<file path="src/rtl/maze_pkg.sv">
// ---------------------------------------------------------------------------
// maze_pkg
// Shared definitions for the maze mesh: packet width, packet field positions,
// the packed packet layout and the link direction encoding.
// ---------------------------------------------------------------------------
package maze_pkg;

    localparam int PKT_W    = 23;

    // Packet field positions within a PKT_W-bit word
    localparam int TYPE_MSB = 22;
    localparam int TYPE_LSB = 21;
    localparam int QOS_BIT  = 20;
    localparam int SRC_MSB  = 19;
    localparam int SRC_LSB  = 14;
    localparam int TGT_MSB  = 13;
    localparam int TGT_LSB  = 8;
    localparam int DATA_MSB = 7;
    localparam int DATA_LSB = 0;

    // First member lands on the MSBs, so this matches the field positions above
    typedef struct packed {
        logic [1:0] pkt_type;
        logic       qos;
        logic [5:0] src;
        logic [5:0] tgt;
        logic [7:0] data;
    } pkt_t;

    typedef enum logic [1:0] {
        DIR_N = 2'd0,
        DIR_W = 2'd1,
        DIR_S = 2'd2,
        DIR_E = 2'd3
    } dir_e;

endpackage

</file>
<file path="src/rtl/maze_rr_arb.sv">
// ---------------------------------------------------------------------------
// maze_rr_arb
// Purely combinational N-way round-robin arbiter. The caller owns the
// priority pointer; the search starts at i_ptr and wraps N-1 -> 0.
//
// Ports:
//   i_req      N      request vector
//   i_ptr      IDX_W  index searched first
//   o_gnt      N      one-hot grant (zero when no request)
//   o_gnt_idx  IDX_W  binary index of the grant (0 when no request)
//   o_gnt_vld  1      at least one request present
// ---------------------------------------------------------------------------
module maze_rr_arb #(
    parameter  int N     = 4,
    localparam int IDX_W = (N > 1) ? $clog2(N) : 1
) (
    input  logic [N-1:0]     i_req,
    input  logic [IDX_W-1:0] i_ptr,
    output logic [N-1:0]     o_gnt,
    output logic [IDX_W-1:0] o_gnt_idx,
    output logic             o_gnt_vld
);

    int v_idx;

    always_comb begin
        o_gnt     = '0;
        o_gnt_idx = '0;
        o_gnt_vld = 1'b0;
        v_idx     = 0;
        // Walk N positions starting at the pointer; the first hit wins
        for (int k = 0; k < N; k++) begin
            v_idx = int'(i_ptr) + k;
            if (v_idx >= N) begin
                v_idx = v_idx - N;
            end
            if (!o_gnt_vld && i_req[v_idx]) begin
                o_gnt[v_idx] = 1'b1;
                o_gnt_idx    = IDX_W'(v_idx);
                o_gnt_vld    = 1'b1;
            end
        end
    end

endmodule

</file>
<file path="src/rtl/maze_port_tx.sv">
// ---------------------------------------------------------------------------
// maze_port_tx
// Transmit side of one mesh link. Picks one of N_IN packet sources per cycle
// (QoS class first, round-robin inside each class, with an anti-starvation
// override for the normal class), buffers the winner in a small FIFO and
// presents the FIFO head on a valid/ready link toward the neighbour.
//
// Ports:
//   clk       in   clock, rising edge
//   rst       in   synchronous active-high reset
//   req_vld   in   N_IN        source i holds a packet
//   req_pkt   in   N_IN*PKT_W  packet of source i at [i*PKT_W +: PKT_W]
//   req_rdy   out  N_IN        one-hot grant; accept on req_vld&req_rdy
//   out_vld   out  1           link packet valid
//   out_pkt   out  PKT_W       link packet (FIFO head)
//   out_rdy   in   1           neighbour takes out_pkt this edge
//   fifo_cnt  out  CNT_W       FIFO occupancy
// ---------------------------------------------------------------------------
module maze_port_tx
    import maze_pkg::*;
#(
    parameter  int N_IN       = 4,
    parameter  int DEPTH      = 2,
    parameter  int STARVE_LIM = 4,
    localparam int CNT_W      = $clog2(DEPTH + 1)
) (
    input  logic                  clk,
    input  logic                  rst,
    input  logic [N_IN-1:0]       req_vld,
    input  logic [N_IN*PKT_W-1:0] req_pkt,
    output logic [N_IN-1:0]       req_rdy,
    output logic                  out_vld,
    output logic [PKT_W-1:0]      out_pkt,
    input  logic                  out_rdy,
    output logic [CNT_W-1:0]      fifo_cnt
);

    localparam int IDX_W = (N_IN > 1) ? $clog2(N_IN) : 1;
    localparam int PTR_W = (DEPTH > 1) ? $clog2(DEPTH) : 1;
    localparam int STV_W = $clog2(STARVE_LIM + 1);

    // ------------------------------------------------------------------
    // State
    // ------------------------------------------------------------------
    logic [PKT_W-1:0] r_mem [DEPTH];
    logic [PTR_W-1:0] r_wr_ptr;
    logic [PTR_W-1:0] r_rd_ptr;
    logic [CNT_W-1:0] r_cnt;
    logic [IDX_W-1:0] r_ptr_hi;
    logic [IDX_W-1:0] r_ptr_lo;
    logic [STV_W-1:0] r_starve;

    // ------------------------------------------------------------------
    // Split requests into the two QoS classes
    // ------------------------------------------------------------------
    pkt_t             w_src_pkt [N_IN];
    logic [N_IN-1:0]  w_hi_req;
    logic [N_IN-1:0]  w_lo_req;

    generate
        for (genvar gi = 0; gi < N_IN; gi++) begin : g_src
            assign w_src_pkt[gi] = pkt_t'(req_pkt[gi*PKT_W +: PKT_W]);
            assign w_hi_req[gi]  = req_vld[gi] &  w_src_pkt[gi].qos;
            assign w_lo_req[gi]  = req_vld[gi] & ~w_src_pkt[gi].qos;
        end
    endgenerate

    // ------------------------------------------------------------------
    // Per-class round-robin arbiters
    // ------------------------------------------------------------------
    logic [N_IN-1:0]  w_hi_gnt;
    logic [N_IN-1:0]  w_lo_gnt;
    logic [IDX_W-1:0] w_hi_idx;
    logic [IDX_W-1:0] w_lo_idx;
    logic             w_any_hi;
    logic             w_any_lo;

    maze_rr_arb #(.N(N_IN)) u_arb_hi (
        .i_req     (w_hi_req),
        .i_ptr     (r_ptr_hi),
        .o_gnt     (w_hi_gnt),
        .o_gnt_idx (w_hi_idx),
        .o_gnt_vld (w_any_hi)
    );

    maze_rr_arb #(.N(N_IN)) u_arb_lo (
        .i_req     (w_lo_req),
        .i_ptr     (r_ptr_lo),
        .o_gnt     (w_lo_gnt),
        .o_gnt_idx (w_lo_idx),
        .o_gnt_vld (w_any_lo)
    );

    // ------------------------------------------------------------------
    // Class selection and grant
    // ------------------------------------------------------------------
    logic             w_starved;
    logic             w_sel_lo;
    logic [N_IN-1:0]  w_win_oh;
    logic [IDX_W-1:0] w_win_idx;
    logic [IDX_W-1:0] w_next_ptr;
    logic             w_has_room;
    logic             w_push;
    logic             w_pop;

    assign w_starved = (r_starve == STV_W'(STARVE_LIM));
    // LO wins when it is being starved, or when no HI request competes
    assign w_sel_lo  = w_any_lo & (w_starved | ~w_any_hi);
    assign w_win_oh  = w_sel_lo ? w_lo_gnt : w_hi_gnt;
    assign w_win_idx = w_sel_lo ? w_lo_idx : w_hi_idx;

    // Room is judged on the registered count only, so out_rdy never reaches
    // req_rdy combinationally; a full FIFO refuses even if it pops this cycle.
    assign w_has_room = (r_cnt < CNT_W'(DEPTH));
    assign req_rdy    = (w_has_room && !rst) ? w_win_oh : '0;

    assign w_push = |(req_vld & req_rdy);
    assign w_pop  = out_vld & out_rdy;

    assign w_next_ptr = (w_win_idx == IDX_W'(N_IN - 1)) ? '0
                                                         : w_win_idx + IDX_W'(1);

    // ------------------------------------------------------------------
    // Starvation counter next value
    // ------------------------------------------------------------------
    logic [STV_W-1:0] w_starve_next;

    always_comb begin
        w_starve_next = r_starve;
        if (!w_any_lo) begin
            w_starve_next = '0;
        end else if (w_push && w_sel_lo) begin
            w_starve_next = '0;
        end else if (w_push && !w_starved) begin
            // HI grant while LO waits; saturates at STARVE_LIM
            w_starve_next = r_starve + STV_W'(1);
        end
    end

    // ------------------------------------------------------------------
    // FIFO, pointers and counters
    // ------------------------------------------------------------------
    always_ff @(posedge clk) begin
        if (rst) begin
            for (int k = 0; k < DEPTH; k++) begin
                r_mem[k] <= '0;
            end
            r_wr_ptr <= '0;
            r_rd_ptr <= '0;
            r_cnt    <= '0;
            r_ptr_hi <= '0;
            r_ptr_lo <= '0;
            r_starve <= '0;
        end else begin
            if (w_push) begin
                r_mem[r_wr_ptr] <= w_src_pkt[w_win_idx];
                // DEPTH is a power of two, so the pointer wraps naturally
                r_wr_ptr        <= r_wr_ptr + PTR_W'(1);
                if (w_sel_lo) begin
                    r_ptr_lo <= w_next_ptr;
                end else begin
                    r_ptr_hi <= w_next_ptr;
                end
            end
            if (w_pop) begin
                r_rd_ptr <= r_rd_ptr + PTR_W'(1);
            end
            case ({w_push, w_pop})
                2'b10:   r_cnt <= r_cnt + CNT_W'(1);
                2'b01:   r_cnt <= r_cnt - CNT_W'(1);
                default: r_cnt <= r_cnt;
            endcase
            r_starve <= w_starve_next;
        end
    end

    // ------------------------------------------------------------------
    // Link outputs
    // ------------------------------------------------------------------
    assign out_vld  = (r_cnt != '0);
    assign out_pkt  = r_mem[r_rd_ptr];
    assign fifo_cnt = r_cnt;

endmodule

</file>
<file path="config.mk">
export PLATFORM = sky130hd
export DESIGN_NAME = maze_port_tx
export DESIGN_NICKNAME = d
export VERILOG_FILES = /design/src/rtl/maze_pkg.sv /design/src/rtl/maze_rr_arb.sv /design/src/rtl/maze_port_tx.sv
export SDC_FILE = /design/constraint.sdc
export NUM_CORES = 1
export LEC_CHECK = 0
export CAP_MARGIN = 30
export CORE_MARGIN = 2
export CORE_UTILIZATION = 25
export DETAILED_ROUTE_END_ITERATION = 10
export PLACE_DENSITY_LB_ADDON = 0.1
export SETUP_SLACK_MARGIN = 0.2
export SYNTH_ARGS = -nofsm -noshare
export SYNTH_HDL_FRONTEND = slang
export SYNTH_SLANG_ARGS = --single-unit
</file>
<file path="constraint.sdc">
create_clock -name clk -period 5 [get_ports clk]
set_input_delay 0.75 -clock clk [delete_from_list [all_inputs] [get_ports clk]]
set_output_delay 0.75 -clock clk [all_outputs]
set_load 0.1 [all_outputs]
</file>
Yosys cells after proc, flatten, opt, wreduce, memory -nomap -nowiden:

Memory sizes are Yosys's and may differ from the RTL's. A register that Yosys moved wholly into a read port is not among the register bits.
Cells that the tools add are included.

* $add $sub $neg: 20
* $lt $le $gt $ge: 26
* equality and inequality tests: 4
* mux-type cells: 90
* bitwise gates (word level): 26
* reductions and logical operators: 32

Operator list (count)
* greater-or-equal comparator 32 x 1 -> 1 bit, second input constant: 8
* < comparator 32 x 4 -> 1 bit, second input constant: 8
* two-way mux 32 bit: 8
* greater-or-equal comparator 32 x 4 -> 1 bit, second input constant: 6
* subtractor 32 x 4 -> 32 bit, second input constant: 6
* two-way mux 23 bit: 3
* binary-select mux 23 bit (select 2 bit): 1
* two-way mux 1 bit: 41
* two-way mux 4 bit: 10
* bitwise OR 4 bit: 6
* OR reduction 23 bit: 1
* two-way mux 2 bit: 10
* logical AND 1 bit: 17
* binary-select mux 1 bit (select 2 bit): 8
* demux 1 bit (select 2 bit): 8
* adder 2 x 2 -> 3 bit, second input constant: 4
* AND 1 bit: 10
* logical NOT 1 bit: 8
* subtractor 2 x 3 -> 4 bit, second input constant: 2
* inverter 1 bit: 7
* adder 2 x 1 -> 3 bit, second input constant: 2
* greater-or-equal comparator 2 x 3 -> 1 bit, second input constant: 2
* adder 2 x 1 -> 2 bit, second input constant: 2
* AND 4 bit: 1
* 15 further kinds: 19

* flip-flop bits (word level): 11
* bits in writable memories: 46
* input bits: 99
* output and inout bits: 30
* word-level logic and storage cells: 205
* memories kept: 1

Memory list
* r_mem: depth 2, bits a word 23, read ports 1, clocked after memory_dff 1, wr ports 2, line maze_port_tx.sv:45 `logic [PKT_W-1:0] r_mem [DEPTH];`

Logic depth before layout (Yosys ltp):

* depth in word-level cells: 27
* gate-level depth with buffers: 16
* mapped depth without buffers: 14

Hierarchy:

Synthesis repeated with hierarchy kept, for this count alone.

* cells, all modules: 367
* area total of the unflattened synthesis: 4286.6 µm²

By module, submodules not included
* maze_port_tx: instances 1, cells each 271, area each 3365.7 µm², seq. area each 1621.6 µm²
* maze_rr_arb: instances 2, cells each 48, area each 460.4 µm², seq. area each 0.0 µm²

Least setup slack after synthesis:

No wires, ideal clock.

* kind: register -> output
* from: register r_ptr_lo[1]
* to: output req_rdy[2]
* arrival time: 5.057 ns
* data required time: 4.250 ns
* path slack: -0.807 ns
* stages on the path, launching flop included: 9
* path buffers: 1
* cells stage by stage: dfxtp_1 inv_1 ha_1 clkbuf_1 or3_1 a2111oi_2 or2_2 a221oi_2 nor4_1

* word-level cells in the longest chain between the ends: 18
* elaborated cells on any way between the ends: 67
* classes of those cells: add/sub (7); order compare (12); mux (34); bitwise (4); reduce/logical (10)

Ends and longest elaborated chain
* start: declaration: line maze_port_tx.sv:50 `logic [IDX_W-1:0] r_ptr_lo;`
* start signal: assignment: line maze_port_tx.sv:160 `r_ptr_lo <= w_next_ptr;`
* branches (longest 16 deep; another with subtractor 32 x 4 -> 32 bit)
* two-way mux 4 bit *: line maze_port_tx.sv:109 `assign w_win_oh = w_sel_lo ? w_lo_gnt : w_hi_gnt;`
* two-way mux 4 bit *: line maze_port_tx.sv:115 `assign req_rdy = (w_has_room && !rst) ? w_win_oh : '0;`
* end: declaration: line maze_port_tx.sv:31 `output logic [N_IN-1:0] req_rdy,`

Mark *: on every way between the ends. The select of a mux whose other input is x is not followed.

Worst setup path in the final report:

* from: input req_vld[1]
* to: output req_rdy[1]

* word-level cells in the longest chain between the ends: 19
* elaborated cells on any way between the ends: 65
* classes of those cells: mux (42); bitwise (11); reduce/logical (12)

Ends and longest elaborated chain
* start: declaration: line maze_port_tx.sv:29 `input logic [N_IN-1:0] req_vld,`
* AND 1 bit: line maze_port_tx.sv:63 `assign w_hi_req[gi] = req_vld[gi] & w_src_pkt[gi].qos;`
* binary-select mux 1 bit (select 2 bit): line maze_rr_arb.sv:37 `if (!o_gnt_vld && i_req[v_idx]) begin`
* two-way mux 1 bit (not written as such) (2 in a row): line maze_rr_arb.sv:37
* two-way mux 1 bit: line maze_rr_arb.sv:37
* logical NOT 1 bit: line maze_rr_arb.sv:37
* logical AND 1 bit: line maze_rr_arb.sv:37
* two-way mux 1 bit: line maze_rr_arb.sv:37
* logical NOT 1 bit: line maze_rr_arb.sv:37
* [... 2 more ...]
* logical NOT 1 bit: line maze_rr_arb.sv:37
* logical AND 1 bit: line maze_rr_arb.sv:37
* two-way mux 1 bit: line maze_rr_arb.sv:37
* inverter 1 bit: line maze_port_tx.sv:108 `assign w_sel_lo = w_any_lo & (w_starved | ~w_any_hi);`
* bitwise OR 1 bit: line maze_port_tx.sv:108
* AND 1 bit: line maze_port_tx.sv:108
* two-way mux 4 bit *: line maze_port_tx.sv:109
* two-way mux 4 bit *: line maze_port_tx.sv:115

Mark *: on every way between the ends. The rest lies on a longest branch, timed or not. The select of a mux whose other input is x is not followed.

==> run summary <==
The number of synthesized flops with an enable pin came out at 46. At the worst endpoint, the required time is 4.25 ns. The critical register-to-register path endpoint is fifo_cnt[1]$_SDFFE_PP0P_.

In this run the count of I/O pins placed on the die edge is 129. The count of pins over their slew limit was 0. The tools report the hold path startpoint as r_rd_ptr$_SDFFE_PP0P_. In this run the tool buffered the top-level ports with 128 buffer cells. In this run the number of H-tree levels came out at 3. For the max-cap check violation count, the log shows 0. For the maximum frequency from static timing analysis, the log shows 0.241 GHz.

The largest driver fanout on the critical path works out to 8. In the post-synthesis netlist, the biggest area contributors are sky130_fd_sc_hd__edfxtp_1 (33%), sky130_fd_sc_hd__mux4_2 (14%), sky130_fd_sc_hd__and2_1 (7.1%). For this run, the post-layout net count is 616. The tools report the setup TNS after final layout as 0 ns. In this run the worst hold path is classified as reg2reg. By instance count, the leading cell after synthesis is sky130_fd_sc_hd__and2_1.

Data arrives at the worst endpoint at 3.40 ns. The clock reaches the later pin of the worst-skew pair after 0.33 ns. The top cell type's share of synthesized area came out at 32.6%. Post-CTS timing repair inserted 0 buffers for setup.

The initial utilization of the core area, before any placement, comes to 25.5%. The cell depth of the worst flop-to-flop path is 14. The critical path goes through clkdlybuf4s50_1 -> nor2b_2 -> or3_1 -> a2111oi_2 -> or2_2 -> a221oi_1 -> a21oi_1 -> buf_4.

The tools report the die area as 18000 um^2. sky130_fd_sc_hd__edfxtp_1 takes more of the synthesized area than any other cell. Wire segments on met2 add up to 6020 um in the final route.

The number of hold violations in the final report is 0. Setup repair after global routing left no endpoint under its margin. Measured against its own limit, the worst slew margin works out to 31.3%. The tools report the number of antenna violations at the first check in global routing as 0.

The share of async-settable or async-resettable flops after synthesis was 0%; the number of global-route vias before repair was 3630. The routed design uses 591 um of met3 wire. The maximum cell stage delay along the critical path is 0.53 ns. The cell sitting at the root of the clock tree is a sky130_fd_sc_hd__clkbuf_16.

The clock transition time at the flip-flop clock pins of the worst setup and hold paths works out to 0.05 ns. The count of nets left with antenna violations once routing finished came out at 0. The primary flip-flop cell chosen by synthesis mapping was sky130_fd_sc_hd__edfxtp_1.

Across all register-to-register paths, the minimum setup slack is 1.07 ns. The average wire per standard cell works out to 16.6 um. For this design the static power due to leakage is 2.23 nW. During synthesis, Yosys emitted a total of 0 warnings. For this run, design rule violations remaining after detail routing come to 0.

The fraction of layout instances using a drive strength above 1 is 20.3%. STA classifies the critical path endpoint as an output port. The core box area came out at 16600 um^2. The uppermost layer routed is met4. Compared with the post-synthesis result, the final layout area differs by 43.8%.

The worst setup path is launched from an input pin. The final layout contains routed wiring with a total length of 12000 um. In the finished design, the share of the clock period the worst path needs comes to 82.9%.

The vertical extent of the die was 134 um. The startpoint-to-endpoint class of the critical path is in2out. The run finished with clean final reports. The run gives 0 as the number of failing setup endpoints in the final timing report. The count of fill cells added during filler insertion was 1660; the die boundary width was 134 um. For the detailed-routing iteration count for the pre-antenna-repair pass, the log shows 4. The logs give 9 for the number of clock buffers inserted by TritonCTS and 0 for the count of hold-fix buffers inserted at cts. The final period demand of the worst path came out at 4.15 ns. The logs give 0 for the number of gates resized after cts and 3503 for the via count of the routed design.

The slowest stage of the critical path is the sky130_fd_sc_hd__clkdlybuf4s50_1 cell. In this run the mean area of a mapped cell was 11.7 um^2. The first global-routing pass estimated 19300 um of wire.

At the pin with the least slew margin, the transition time is 1.03 ns. The setup skew after layout was 0.00723 ns; the global-route usage over all layers was 13.7%. The overall overflow remaining after global route is 0, and the iteration-0 DRC count of the detailed router is 125.

In this run the critical register-to-register path is launched from r_ptr_lo[1]$_SDFFE_PP0P_. Counting instances in the post-synthesis netlist gives the leading cell types as sky130_fd_sc_hd__and2_1 (48), sky130_fd_sc_hd__edfxtp_1 (46), sky130_fd_sc_hd__mux4_2 (27), sky130_fd_sc_hd__mux2_2 (23), sky130_fd_sc_hd__nand2_1 (20). After synthesis the netlist holds a flip-flop and latch count of 58. The number of different library cells used by synthesis comes to 57. For the cell area after synthesis, the log shows 4240 um^2. The cell area power density is 549 nW/um^2, and the core occupancy in the finished layout is 36.7%. Counting along the longest clock path gives a buffer depth of 2.

The logs give 363 for the count of mapped cells out of synthesis and 0 for the final antenna diode count. The estimated wirelength of the detail-placed design was 9120 um; the number of vias per cell was 4.85. The placer's final routability congestion estimate came out at 0.842. The count of standard-cell rows came out at 47. VDD sags by at most 0.222 mV.

Entering global routing, the biggest net connects 24 pins. TritonCTS built the clock tree. The number of nets produced by synthesis was 481; the hold-critical path depth was 2. CTS saw 58 sinks. Sequential elements use 38.3% of the synthesized area. The detailed router put a total of 5070 um of wire on met1.
==> sequential cells by signal, indices dropped and copies added (netlist names), named ones only <==
| signal | count |
|---|---|
| r_starve | 3 |
| r_mem | 46 |
| r_wr_ptr | 1 |
| r_ptr_hi | 2 |
| r_ptr_lo | 2 |
| fifo_cnt | 2 |
| r_rd_ptr | 1 |
==> layout by cell type, fill, tap and decap left out, drive strengths merged, types with 6 or more instances in the layout <==
master,netlist,routed
clkdlybuf4s50,0,124
and2,49,49
edfxtp,46,46
mux4,27,27
mux2,24,24
nand2,20,20
ha,19,19
buf,13,18
nor2,15,15
nand2b,13,13
nand3,13,13
dfxtp,12,12
inv,11,11
a21oi,11,11
clkbuf,5,10
nand4,7,7
nor3,6,6
o21ai,6,6
nor2b,6,6
==> metrics by stage <==
step	instance area, um^2	hold WS, ns	std cells	total power [mW]	setup slack, ns
finish	6090	0.516	723	3.34	0.855
floorplan	4250	0.481	363	2.31	0.354
CTS	6090	0.516	723	3.40	0.836
detailed placement	5810	0.499	707	2.83	0.583
global placement	5810	0.499	707	2.82	0.635
global route	6090	0.551	723	3.53	0.656
==> power breakdown <==
| part | switching, mW | internal [mW] |
|---|---|---|
| combinational | 1.35 | 0.707 |
| sequential | 0.0606 | 0.662 |
| clock | 0.213 | 0.347 |
| total | 1.63 | 1.72 |
==> worst max path at each step <==
stage,startpoint,end,slack [ns],cells past startpoint
detailed placement,req_vld[1],fifo_cnt[1]$_SDFFE_PP0P_,0.58,13
global route,req_vld[1],req_rdy[1],0.66,8
floorplan,r_ptr_lo[1]$_SDFFE_PP0P_,req_rdy[2],0.35,8
finish,req_vld[1],req_rdy[1],0.85,8
CTS,req_vld[1],req_rdy[1],0.84,8
global placement,req_vld[0],r_mem[0][21]$_SDFFCE_PN0P_,0.63,11
==> layout make-up <==
class                   count  area, um^2  share of cell area, %
multi-input cells         276        2500                   41.0
repair buffers            142        1380                   22.6
clock inverters             6        42.5                  0.698
clock buffers              10         239                   3.92
flip-flops and latches     58        1620                   26.6
inverters                  11        41.3                  0.678
well taps                 220         275                   4.52
==> cells by family after synthesis <==
family	count (synthesis)	share of synthesized area, %
compound gates	50	9.66
fa+ha+maj	19	5.61
flops	58	38.3
buf+inv	29	3.43
xor+xnor	4	0.827
mux	56	22.2
simple gates	147	20.0
==> layer usage <==
layer  vias up  global-route usage [%]
li1       1668                       -
met1      1693                    15.9
met2       114                    24.5
met3        28                    2.04
met4         0                    6.96
met5         -                       0
==> worst max-delay path, delay by kind of cell <==
kind                   cells  cell delay, ns
AND/OR/NAND/NOR            3            0.88
AO/OA/AOI/OAI              3            0.88
buffers and inverters      2            0.87
(Power assumes the default switching activity.)
